<file path="config.mk">
export PLATFORM = sky130hd
export DESIGN_NAME = ladybird_mem_arbiter_flat
export DESIGN_NICKNAME = d
export VERILOG_FILES = /design/src/rtl/ladybird_mem_arbiter_if.sv /design/src/rtl/ladybird_mem_arbiter.sv /design/src/flat_wrapper.sv
export SDC_FILE = /design/constraint.sdc
export NUM_CORES = 1
export LEC_CHECK = 0
export ABC_AREA = 1
export CAP_MARGIN = 20
export CELL_PAD_IN_SITES_DETAIL_PLACEMENT = 0
export CELL_PAD_IN_SITES_GLOBAL_PLACEMENT = 1
export CORE_ASPECT_RATIO = 1.4
export CORE_MARGIN = 2
export CORE_UTILIZATION = 24
export CTS_BUF_LIST = sky130_fd_sc_hd__clkbuf_8
export CTS_CLUSTER_DIAMETER = 50
export DETAILED_ROUTE_END_ITERATION = 10
export MAX_ROUTING_LAYER = met4
export PLACE_DENSITY_LB_ADDON = 0.12
export SETUP_SLACK_MARGIN = 0.2
export SYNTH_ARGS = -nofsm -noshare
export SYNTH_HDL_FRONTEND = slang
export SYNTH_SLANG_ARGS = --single-unit
</file>
<file path="constraint.sdc">
create_clock -name clk -period 4.65 [get_ports clk]
set_input_delay 0.93 -clock clk [delete_from_list [all_inputs] [get_ports clk]]
set_output_delay 0.93 -clock clk [all_outputs]
set_load 0.02 [all_outputs]
</file>
<file path="src/rtl/ladybird_mem_arbiter_if.sv">
// Handshake bundle between the ladybird I/D requesters, the arbiter and the memory channel.
// The arbiter uses the slave modport; the requester/memory environment uses master.
interface ladybird_mem_arbiter_if #(
    parameter int XLEN = 32
);
    logic              i_req;
    logic [XLEN-1:0]   i_addr;
    logic [XLEN/8-1:0] i_wstrb;
    logic [XLEN-1:0]   i_wdata;
    logic              i_gnt;
    logic [XLEN-1:0]   i_rdata;

    logic              d_req;
    logic [XLEN-1:0]   d_addr;
    logic [XLEN/8-1:0] d_wstrb;
    logic [XLEN-1:0]   d_wdata;
    logic              d_gnt;
    logic [XLEN-1:0]   d_rdata;

    logic              m_req;
    logic [XLEN-1:0]   m_addr;
    logic [XLEN/8-1:0] m_wstrb;
    logic [XLEN-1:0]   m_wdata;
    logic              m_gnt;
    logic [XLEN-1:0]   m_rdata;

    logic              err;

    modport slave (
        input  i_req, i_addr, i_wstrb, i_wdata,
        input  d_req, d_addr, d_wstrb, d_wdata,
        input  m_gnt, m_rdata,
        output i_gnt, i_rdata, d_gnt, d_rdata,
        output m_req, m_addr, m_wstrb, m_wdata, err
    );

    modport master (
        output i_req, i_addr, i_wstrb, i_wdata,
        output d_req, d_addr, d_wstrb, d_wdata,
        output m_gnt, m_rdata,
        input  i_gnt, i_rdata, d_gnt, d_rdata,
        input  m_req, m_addr, m_wstrb, m_wdata, err
    );
endinterface

</file>
<file path="src/rtl/ladybird_mem_arbiter.sv">
// Two-requester (I/D) arbiter for one memory channel with a grant watchdog.
// Define LADYBIRD_ARB_DATA_PRIO_EN for fixed D priority; round-robin otherwise.
module ladybird_mem_arbiter #(
    parameter int XLEN    = 32,
    parameter int TIMEOUT = 255
) (
    input  logic                  clk,
    input  logic                  arst,
    ladybird_mem_arbiter_if.slave bus
);

    typedef enum logic [1:0] {
        IDLE,
        OWN_I,
        OWN_D
    } state_e;

    localparam int CW = (TIMEOUT > 0) ? $clog2(TIMEOUT + 1) : 1;
    localparam logic [CW-1:0] TIMEOUT_C = CW'(TIMEOUT);

    state_e            state_q;
    logic              mReq_q;
    logic [XLEN-1:0]   mAddr_q;
    logic [XLEN/8-1:0] mWstrb_q;
    logic [XLEN-1:0]   mWdata_q;
    logic [CW-1:0]     wdCount_q;
    logic              pickD;
    logic              owning;
    logic              timeoutHit;

`ifdef LADYBIRD_ARB_DATA_PRIO_EN
    assign pickD = bus.d_req;
`else
    logic lastD_q;
    assign pickD = bus.d_req && (!bus.i_req || !lastD_q);
`endif

    assign owning     = (state_q != IDLE);
    // Completion beats the watchdog when both land in the same cycle.
    assign timeoutHit = (TIMEOUT > 0) && owning && !bus.m_gnt && (wdCount_q == TIMEOUT_C);

    always_ff @(posedge clk or posedge arst) begin
        if (arst) begin
            state_q   <= IDLE;
            mReq_q    <= 1'b0;
            mAddr_q   <= '0;
            mWstrb_q  <= '0;
            mWdata_q  <= '0;
            wdCount_q <= '0;
`ifndef LADYBIRD_ARB_DATA_PRIO_EN
            lastD_q   <= 1'b1;
`endif
        end else begin
            case (state_q)
                IDLE: begin
                    if (bus.i_req || bus.d_req) begin
                        state_q   <= pickD ? OWN_D : OWN_I;
                        mReq_q    <= 1'b1;
                        mAddr_q   <= pickD ? bus.d_addr  : bus.i_addr;
                        mWstrb_q  <= pickD ? bus.d_wstrb : bus.i_wstrb;
                        mWdata_q  <= pickD ? bus.d_wdata : bus.i_wdata;
                        wdCount_q <= '0;
`ifndef LADYBIRD_ARB_DATA_PRIO_EN
                        lastD_q   <= pickD;
`endif
                    end
                end
                default: begin
                    if (bus.m_gnt || timeoutHit) begin
                        state_q <= IDLE;
                        mReq_q  <= 1'b0;
                    end else if (wdCount_q != TIMEOUT_C) begin
                        wdCount_q <= wdCount_q + CW'(1);
                    end
                end
            endcase
        end
    end

    assign bus.m_req   = mReq_q;
    assign bus.m_addr  = mAddr_q;
    assign bus.m_wstrb = mWstrb_q;
    assign bus.m_wdata = mWdata_q;
    assign bus.err     = timeoutHit;

    // Grant and read data are steered to the current owner only.
    assign bus.i_gnt   = (state_q == OWN_I) && bus.m_gnt;
    assign bus.d_gnt   = (state_q == OWN_D) && bus.m_gnt;
    assign bus.i_rdata = bus.i_gnt ? bus.m_rdata : '0;
    assign bus.d_rdata = bus.d_gnt ? bus.m_rdata : '0;

endmodule
</file>
<file path="src/flat_wrapper.sv">
// flat-port wrapper written by rule: the top's interface ports become plain ports
module ladybird_mem_arbiter_flat 
#(
    parameter int XLEN    = 32,
    parameter int TIMEOUT = 255
)
  (clk, arst, bus_i_req, bus_i_addr, bus_i_wstrb, bus_i_wdata, bus_d_req, bus_d_addr, bus_d_wstrb, bus_d_wdata, bus_m_gnt, bus_m_rdata, bus_i_gnt, bus_i_rdata, bus_d_gnt, bus_d_rdata, bus_m_req, bus_m_addr, bus_m_wstrb, bus_m_wdata, bus_err);
  ladybird_mem_arbiter_if #(.XLEN(XLEN)) bus_i ();
  input  logic clk;
  input  logic arst;
  input wire logic [$bits(bus_i.i_req)-1:0] bus_i_req;
  input wire logic [$bits(bus_i.i_addr)-1:0] bus_i_addr;
  input wire logic [$bits(bus_i.i_wstrb)-1:0] bus_i_wstrb;
  input wire logic [$bits(bus_i.i_wdata)-1:0] bus_i_wdata;
  input wire logic [$bits(bus_i.d_req)-1:0] bus_d_req;
  input wire logic [$bits(bus_i.d_addr)-1:0] bus_d_addr;
  input wire logic [$bits(bus_i.d_wstrb)-1:0] bus_d_wstrb;
  input wire logic [$bits(bus_i.d_wdata)-1:0] bus_d_wdata;
  input wire logic [$bits(bus_i.m_gnt)-1:0] bus_m_gnt;
  input wire logic [$bits(bus_i.m_rdata)-1:0] bus_m_rdata;
  output wire logic [$bits(bus_i.i_gnt)-1:0] bus_i_gnt;
  output wire logic [$bits(bus_i.i_rdata)-1:0] bus_i_rdata;
  output wire logic [$bits(bus_i.d_gnt)-1:0] bus_d_gnt;
  output wire logic [$bits(bus_i.d_rdata)-1:0] bus_d_rdata;
  output wire logic [$bits(bus_i.m_req)-1:0] bus_m_req;
  output wire logic [$bits(bus_i.m_addr)-1:0] bus_m_addr;
  output wire logic [$bits(bus_i.m_wstrb)-1:0] bus_m_wstrb;
  output wire logic [$bits(bus_i.m_wdata)-1:0] bus_m_wdata;
  output wire logic [$bits(bus_i.err)-1:0] bus_err;
  assign bus_i.i_req = bus_i_req;
  assign bus_i.i_addr = bus_i_addr;
  assign bus_i.i_wstrb = bus_i_wstrb;
  assign bus_i.i_wdata = bus_i_wdata;
  assign bus_i.d_req = bus_d_req;
  assign bus_i.d_addr = bus_d_addr;
  assign bus_i.d_wstrb = bus_d_wstrb;
  assign bus_i.d_wdata = bus_d_wdata;
  assign bus_i.m_gnt = bus_m_gnt;
  assign bus_i.m_rdata = bus_m_rdata;
  assign bus_i_gnt = bus_i.i_gnt;
  assign bus_i_rdata = bus_i.i_rdata;
  assign bus_d_gnt = bus_i.d_gnt;
  assign bus_d_rdata = bus_i.d_rdata;
  assign bus_m_req = bus_i.m_req;
  assign bus_m_addr = bus_i.m_addr;
  assign bus_m_wstrb = bus_i.m_wstrb;
  assign bus_m_wdata = bus_i.m_wdata;
  assign bus_err = bus_i.err;
  ladybird_mem_arbiter #(.XLEN(XLEN), .TIMEOUT(TIMEOUT)) u_core (.clk(clk), .arst(arst), .bus(bus_i));
endmodule
</file>
==> results of run 1 <==
[metrics by stage]
| stage | hold WS (ns) | cell area [µm²] | cells | utilization [%] |
|---|---|---|---|---|
| 2_1_floorplan | 0.4473 | 4089 | 563 | - |
| 3_3_place_gp | 0.4598 | 7305 | 1050 | 43.62 |
| 3_5_place_dp | 0.4747 | 7332 | 1051 | 43.78 |
| 4_1_cts | 0.4905 | 7506 | 1067 | 44.82 |
| 5_1_grt | 0.5106 | 7506 | 1067 | 44.82 |
| 6_report | 0.4882 | 7506 | 1067 | 44.82 |
[registers in the layout, indices dropped and copies added (netlist names)]
signal	cells
u_core.bus.m_req	1
u_core.lastD_q	1
u_core.bus.m_wdata	32
u_core.bus.m_wstrb	4
u_core.bus.m_addr	32
u_core.state_q	2
u_core.wdCount_q	8
[worst register-to-register path, delay by kind of cell (launching register included)]
kind                   cells  cell delay (ns)
and+or+nand+nor            5             1.20
DFF                        1             0.54
buffers and inverters      2             0.73
[report_power, final]
part	leakage [nW]	switching, W	total [W]	internal (W)
Clock	0.0855	0.000282	0.000487	0.000205
Sequential	0.982	0.000187	0.00122	0.00103
Combinational	2.21	0.00136	0.00240	0.00104
[synthesized netlist by cell type]
| cell | number | area share, % |
|---|---|---|
| o22ai_1 | 1 | 0.15 |
| nor2_1 | 110 | 10 |
| clkbuf_2 | 1 | 0.12 |
| nand3_1 | 42 | 5.1 |
| o21ai_0 | 41 | 5.0 |
| inv_4 | 1 | 0.15 |
| clkbuf_1 | 8 | 0.73 |
| a21oi_1 | 1 | 0.12 |
| dfrtp_1 | 79 | 48 |
| buf_2 | 13 | 1.6 |
| inv_2 | 2 | 0.18 |
| dfstp_2 | 1 | 0.64 |
| nand2_1 | 169 | 16 |
| nand2_2 | 1 | 0.15 |
| xor2_1 | 2 | 0.43 |
| o21ai_1 | 30 | 3.7 |
| buf_4 | 2 | 0.37 |
| buf_6 | 3 | 0.83 |
| nor2_4 | 3 | 0.83 |
| a21oi_4 | 1 | 0.40 |
| buf_1 | 1 | 0.092 |
| nand3b_1 | 1 | 0.18 |
| o21ai_4 | 1 | 0.40 |
| inv_1 | 44 | 4.0 |
| ha_1 | 1 | 0.31 |
| nor3_1 | 4 | 0.49 |
[kinds of logic after synthesis]
family	count (synthesis)	share of synthesized area, %
AOI/OAI and AO/OA	75	9.761
xor gates and xnor gates	2	0.4285
adders and majority gates	1	0.3059
buffers and inverters	75	8.109
DFF	80	48.99
and+or+nand+nor	330	32.41
[final timing paths]
| path | startpoint | end | cells past startpoint |
|---|---|---|---|
| worst max-delay path | bus_m_gnt | bus_d_rdata[2] | 6 |
| worst min-delay path | u_core.lastD_q | u_core.lastD_q | 2 |
| worst max register to register | u_core.lastD_q | u_core.bus.m_addr[5] | 7 |
| worst min register to register | u_core.lastD_q | u_core.lastD_q | 2 |
| max in group asynchronous | arst | u_core.bus.m_wdata[29] | 4 |
| min in group asynchronous | arst | u_core.bus.m_addr[18] | 2 |
[area by class of cell]
type                       count  area (µm²)
timing repair buffer         313        3141
sequential                    80        2003
clock inverter                 6       36.28
multi-input combinational    408        1754
inverter                      47       180.2
tap                          203       254.0
clock buffer                  10       137.6
fill                        1709        9240
[per-layer routing]
| layer | vias to the layer above | wire (µm) | part of all wire [%] | track usage, % |
|---|---|---|---|---|
| li1 | 2338 | - | - | - |
| met1 | 2133 | 6313 | 38 | 19.49 |
| met2 | 229 | 8415 | 51 | 31.46 |
| met3 | 19 | 1357 | 8.3 | 5.063 |
| met4 | 0 | 312 | 1.9 | 5.575 |
| met5 | - | 0 | 0 | - |
==> results.yml, run 1 <==
timing:
  grt_setup_unrepaired: "no"
  period_needed_ns: 3.979
  fin_crit_sh_pct: 85.57
  final_hold_viol_count: 0
  worstMarginPinSlew_ns: 0.9225
  fmax_ghz: 0.2513
  postLayoutSetupSlackWorst_ns: 0.6710
  slew_headroom_pct: 38.43
  tns_ns: 0
  setup_viol: 0
  skew_ns: 0.01232
  slew_violations: 0
power_and_ir_drop:
  finalPower_w: 0.004105
  pwr_density_cell_mw_per_mm2: 546.9
  power_leakage_nw: 3.273
  ir_drop_mv: 0.2603
cts:
  clk_pin_slew_ns: 0.09
  cts_hold_buf: 0
  cts_resized: 0
  cts_sinks: 80
  tritoncts: "done"
  clkLatencyLatePin_ns: 0.36
  post_cts.repair.setup_buffers: 0
  cts_buffers: 9
  root_buffer: "clkbuf_8"
  h-tree-depth: 3
  clockBufferDepth: 2
worst_setup_path:
  path_max_fanout: 32
  cpPeakStageDelay_ns: 0.63
  path_buf_inv: 4
  start_kind: "primary input"
  rrSetupSlack_ns: 2.12
  slowest_stage: "clkdlybuf4s50_1"
  cp_cell_sequence: "clkdlybuf4s50_1 > inv_1 > nor3_1 > inv_1 > nor2_1 > clkdlybuf4s50_1"
  path_delay_family: "buffers and inverters"
  arrival_ns: 3.05
  path_class: "primary input to primary output"
  worstPathRequired_ns: 3.72
  end_kind: "primary output"
drt:
  via_count: 4719
  drcViolationCount: 0
  post_drt_wl_per_cell_um: 15.37
  drtPass1Iterations: 6
  drtIter0Drc: 179
  routed_wl_um: 16400
  via_per_inst: 4.423
  antenna_left: 0
placed_design:
  place_ws_ns: 0.6593
  portBuffers: 308
  place_congestion: 0.7583
  dpl.hpwl_um: 12390
yosys:
  synth_seq_cells: 80
  synth_seq_area_share_pct: 48.99
  ys_types: 26
  synth_nets: 737
  avgSynthCellArea_um2: 7.263
  netlist_instances: 563
  synth_warnings: 0
  synth.cell_area_mm2: 0.004089
cells_and_area:
  final_cell_mix: "clkdlybuf4s50_1, nand2_1, nor2_1"
  n_antenna_cell: 0
  syn_to_final_growth_pct: 83.57
  final_common_cell: "clkdlybuf4s50_1"
  drive_gt1_share_pct: 3.588
  nets: 1033
global_route:
  antenna_found_initial: 0
  first_global_vias: 4573
  grt_start_max_net_pins: 47
  grt_pass1_wl_um: 24200
  track_usage_pct: 17.87
  grt_overflow: 0
floorplanning:
  pin_count: 309
  rows: 56
  coreArea_mm2: 0.01675
  die_w_um: 114.3
  start_util_pct: 24.42
  dieHeight_um: 158.4
  dieArea_mm2: 0.01811
job:
  maxCapViolations: 0
hold_path:
  hold_path.class: "flip-flop to flip-flop"
outcome:
  status: "completed"
(Power assumes the default switching activity.)
==> inputs of run 2 (changes only) <==
- clock period: 4.65 -> 4.63 ns (I/O delays scaled with it)
==> run 2 against run 1 <==
Against the previous run: worst setup slack worse by 0.040 ns; first-iteration DRC count shrank 12%; highest routed layer unchanged; die area unchanged; via count up 1.3%; combinational power barely moved; sequential power about the same; critical path type unchanged; design area rose by 0.65%.
==> results.yml, run 2 (synthesis results as in run 1) <==
outcome:
  status: "completed"
cells_and_area:
  drive_gt1_share_pct: 3.476
  stdcell_count: 1067
  nets: 1033
  final_common_cell: "clkdlybuf4s50_1"
  syn_to_final_growth_pct: 84.76
  post-route-util_pct: 45.11
  final_cell_mix: "clkdlybuf4s50_1, nand2_1, nor2_1"
cts:
  cts_hold_buf: 0
  clockBufferDepth: 2
  cts_sinks: 80
  cts_buffers: 9
  h-tree-depth: 3
  root_buffer: "clkbuf_8"
  tritoncts: "done"
  clk_pin_slew_ns: 0.08
  cts_resized: 0
  clkLatencyLatePin_ns: 0.35
  post_cts.repair.setup_buffers: 0
drt:
  routed_wl_um: 16440
  via_per_inst: 4.480
  antenna_left: 0
  via_count: 4780
  post_drt_wl_per_cell_um: 15.41
  drtIter0Drc: 158
  drcViolationCount: 0
  drtPass1Iterations: 5
worst_setup_path:
  end_kind: "primary output"
  start_kind: "primary input"
  arrival_ns: 3.07
  path_max_fanout: 32
  worstPathRequired_ns: 3.70
  path_class: "primary input to primary output"
floorplanning:
  die_w_um: 114.3
  coreArea_mm2: 0.01675
  rows: 56
  dieArea_mm2: 0.01811
  pin_count: 309
  start_util_pct: 24.42
  dieHeight_um: 158.4
timing:
  period_needed_ns: 3.999
  postLayoutSetupSlackWorst_ns: 0.6312
  slew_headroom_pct: 35.74
  fin_crit_sh_pct: 86.37
  holdWs_ns: 0.4779
  skew_ns: 0.008522
  worstMarginPinSlew_ns: 0.9617
  setup_viol: 0
  grt_setup_unrepaired: "no"
  fmax_ghz: 0.2501
  slew_violations: 0
  tns_ns: 0
  final_hold_viol_count: 0
hold_path:
  hold_path.class: "flip-flop to flip-flop"
global_route:
  grt_overflow: 0
  antenna_found_initial: 1
  track_usage_pct: 17.77
  grt_start_max_net_pins: 46
  grt_pass1_wl_um: 24160
  first_global_vias: 4719
job:
  maxCapViolations: 0
placed_design:
  dpl.hpwl_um: 12570
  dp_cells: 1051
  portBuffers: 308
  place_congestion: 0.7596
  place_ws_ns: 0.6225
power_and_ir_drop:
  p_clk_share_pct: 13.9
  sequentialPowerShare_pct: 29.0
  switching_share_pct: 42.93
  pwr_density_cell_mw_per_mm2: 559.0
  ir_drop_mv: 0.2643
  switchingPower_w: 0.001813
  power_leakage_nw: 3.304
  comb_power_share_pct: 57.1
  p_int_w: 0.002410
run 2: cell count changes in the layout (fill, tap and decap cells not counted):
cell        change
clkinv_2        -1
clkbuf_8        +1
bufinv_16       +2
diode_2         +1
clkinvlp_4      -3
run 2: metrics by stage:
step | power [W] | instance area [µm²]
after floorplan | 0.002503 | 4089
after global placement | 0.003651 | 7305
after detailed placement | 0.003681 | 7332
after CTS | 0.004288 | 7552
after global routing | 0.004532 | 7555
final | 0.004223 | 7555
run 2: area by class of cell:
cell class              instances  area [µm²]
fillers                      1680        9191
clock inverters                 4       68.82
well taps                     203       254.0
diodes                          1       2.502
repair buffers                313        3141
flip-flops and latches         80        2003
multi-input cells             408        1754
inverters                      47       180.2
clock buffers                  11       151.4
run 2: critical path, cell delays in order:
cell and delay (ns):
clkdlybuf4s50_1 0.50, inv_1 0.06, nor3_1 0.27, inv_1 0.44, nor2_1 0.24, clkdlybuf4s50_1 0.63
run 2: layer usage:
| layer | vias up | share of wire, % | GRT usage (%) |
|---|---|---|---|
| met2 | 231 | 52 | 32.57 |
| met5 | - | 0 | - |
| li1 | 2342 | - | - |
| met4 | 0 | 1.6 | 5.401 |
| met3 | 13 | 7.4 | 3.997 |
| met1 | 2194 | 39 | 19.02 |
run 2: power groups by stage:
stage | logic, W | registers, W | clock network (W)
2_1_floorplan | 0.000912 | 0.00159 | 0
3_3_place_gp | 0.00243 | 0.00122 | 0
3_5_place_dp | 0.00245 | 0.00123 | 0
4_1_cts | 0.00246 | 0.00122 | 0.000606
5_1_grt | 0.00263 | 0.00127 | 0.000638
6_report | 0.00241 | 0.00122 | 0.000588
run 2: worst paths after layout:
kind                                      from  slack, ns                endpoint  depth (start not counted)
max in group asynchronous                 arst       2.86  u_core.bus.m_wdata[17]                          4
worst max register to register  u_core.lastD_q       2.08   u_core.bus.m_addr[10]                          7
worst min register to register  u_core.lastD_q       0.48          u_core.lastD_q                          2
worst min-delay path            u_core.lastD_q       0.48          u_core.lastD_q                          2
min in group asynchronous                 arst       0.85   u_core.bus.m_addr[22]                          2
worst max-delay path                 bus_m_gnt       0.63          bus_d_rdata[3]                          6
==> inputs of run 3 (changes only) <==
- HOLD_SLACK_MARGIN: default -> 0.05
- REMOVE_ABC_BUFFERS: default -> 1
- SLEW_MARGIN: default -> 30
==> run 3 against run 2 <==
Against the previous run: fmax fell by 2.5%; sequential cell count stayed put; routed wire length rose by 1.3%.
==> results.yml, run 3 (synthesis results as in run 1) <==
outcome:
  status: "completed"
drt:
  drcViolationCount: 0
  antenna_left: 0
  routed_wl_um: 16660
  post_drt_wl_per_cell_um: 15.60
  via_per_inst: 4.512
  via_count: 4819
  drtIter0Drc: 201
  drtPass1Iterations: 4
placed_design:
  dp_cells: 1051
  portBuffers: 308
  place_congestion: 0.7626
  dpl.hpwl_um: 12280
floorplanning:
  pin_count: 309
  coreArea_mm2: 0.01675
  dieArea_mm2: 0.01811
  dieHeight_um: 158.4
  die_w_um: 114.3
  rows: 56
  start_util_pct: 24.42
power_and_ir_drop:
  switchingPower_w: 0.001828
  sequentialPowerShare_pct: 29.8
  pwr_density_cell_mw_per_mm2: 547.0
  p_int_w: 0.002270
  comb_power_share_pct: 59.0
  switching_share_pct: 44.61
  ir_drop_mv: 0.2354
  p_clk_share_pct: 11.2
  power_leakage_nw: 3.257
hold_path:
  min_path_cells: 2
  hp-start: "u_core.lastD_q"
  whs_endpoint: "u_core.lastD_q"
  hold_path.class: "flip-flop to flip-flop"
worst_setup_path:
  r2r_cells: 7
  arrival_ns: 3.18
  worstPathRequired_ns: 3.70
  reg2reg_to: "u_core.bus.m_addr[0]"
  rrSetupSlack_ns: 2.12
  reg2reg_from: "u_core.lastD_q"
  path_class: "primary input to primary output"
  start_kind: "primary input"
  end_kind: "primary output"
  path_max_fanout: 16
cts:
  root_buffer: "clkbuf_8"
  clockBufferDepth: 2
  clk_pin_slew_ns: 0.08
  h-tree-depth: 3
  cts_buffers: 9
  clkLatencyLatePin_ns: 0.36
  cts_sinks: 80
  tritoncts: "done"
cells_and_area:
  drive_gt1_share_pct: 4.051
  nets: 1034
  final_common_cell: "clkdlybuf4s50_1"
  final_cell_mix: "clkdlybuf4s50_1, nand2_1, nor2_1"
  stdcell_count: 1068
  syn_to_final_growth_pct: 83.23
  post-route-util_pct: 44.74
  fillers: 1684
timing:
  period_needed_ns: 4.103
  fmax_ghz: 0.2437
  slew_violations: 0
  fin_crit_sh_pct: 88.62
  setup_viol: 0
  slew_headroom_pct: 41.40
  holdWs_ns: 0.4710
  final_hold_viol_count: 0
  skew_ns: 0.01341
  tns_ns: 0
  grt_setup_unrepaired: "no"
  worstMarginPinSlew_ns: 0.8757
global_route:
  first_global_vias: 4833
  grt_overflow: 0
  antenna_found_initial: 0
  track_usage_pct: 18.37
  grt_start_max_net_pins: 48
  grt_pass1_wl_um: 25000
job:
  maxCapViolations: 0
[run 3: cell count changes in the layout (fill, tap and decap cells not counted), sizes merged]
cell,before,now
clkinvlp,0,5
bufinv,2,0
clkbuf,11,9
clkinv,2,4
inv,47,45
[run 3: layout make-up]
class                      count  area [µm²]  area share (%)
clock buffer                   9       123.9           1.653
tap                          203       254.0           3.390
timing repair buffer         313        3120           41.65
antenna                        1       2.502         0.03340
timing repair inverter         1       7.507          0.1002
multi-input combinational    408        1759           23.48
clock inverter                 6       37.54          0.5010
inverter                      47       183.9           2.455
sequential                    80        2003           26.74
[run 3: worst max-delay path by stage]
stage	startpoint	end	slack (ns)	cells after the start
floorplan	bus_m_gnt	bus_d_rdata[0]	1.28	4
global placement	bus_m_gnt	bus_d_rdata[2]	0.72	6
detailed placement	bus_m_gnt	bus_i_rdata[25]	0.66	6
CTS	bus_m_gnt	bus_i_rdata[25]	0.66	6
global route	bus_m_gnt	bus_d_rdata[13]	0.33	6
finish	bus_m_gnt	bus_d_rdata[7]	0.53	6
[run 3: stage by stage]
stage,total power (W),area [µm²],setup WS (ns)
finish,0.004098,7492,0.5269
global route,0.004406,7490,0.3314
CTS,0.004161,7473,0.6589
detailed placement,0.003680,7312,0.6645
global placement,0.003643,7312,0.7183
floorplan,0.002429,3936,1.279
[run 3: repair_timing]
action | CTS | global route
gates resized for setup | 0 | 3
hold buffers | 0 | 0
buffers inserted | 0 | 0
endpoints found under the setup margin | 0 | 32
[run 3: per-layer routing]
metal  vias to the layer above  global-route usage, %  routed length [µm]
li1                       2346                      -                   -
met1                      2215                  19.48                6260
met2                       225                  32.60                8639
met3                        33                  3.959                1169
met4                         0                  8.479                 591
met5                         -                      -                   0
[run 3: critical path, stage by stage]
cell	delay, ns
clkdlybuf4s50_1	0.50
inv_1	0.07
nor3_2	0.40
clkinvlp_4	0.44
nor2_1	0.21
clkdlybuf4s50_1	0.63
[run 3: power groups by stage]
stage                     sequential, W  combinational, W  clock (W)
after floorplan                 0.00159          0.000838          0
after global placement          0.00122           0.00243          0
after detailed placement        0.00123           0.00245          0
after CTS                       0.00122           0.00246   0.000482
after global routing            0.00126           0.00263   0.000508
final                           0.00122           0.00242   0.000458
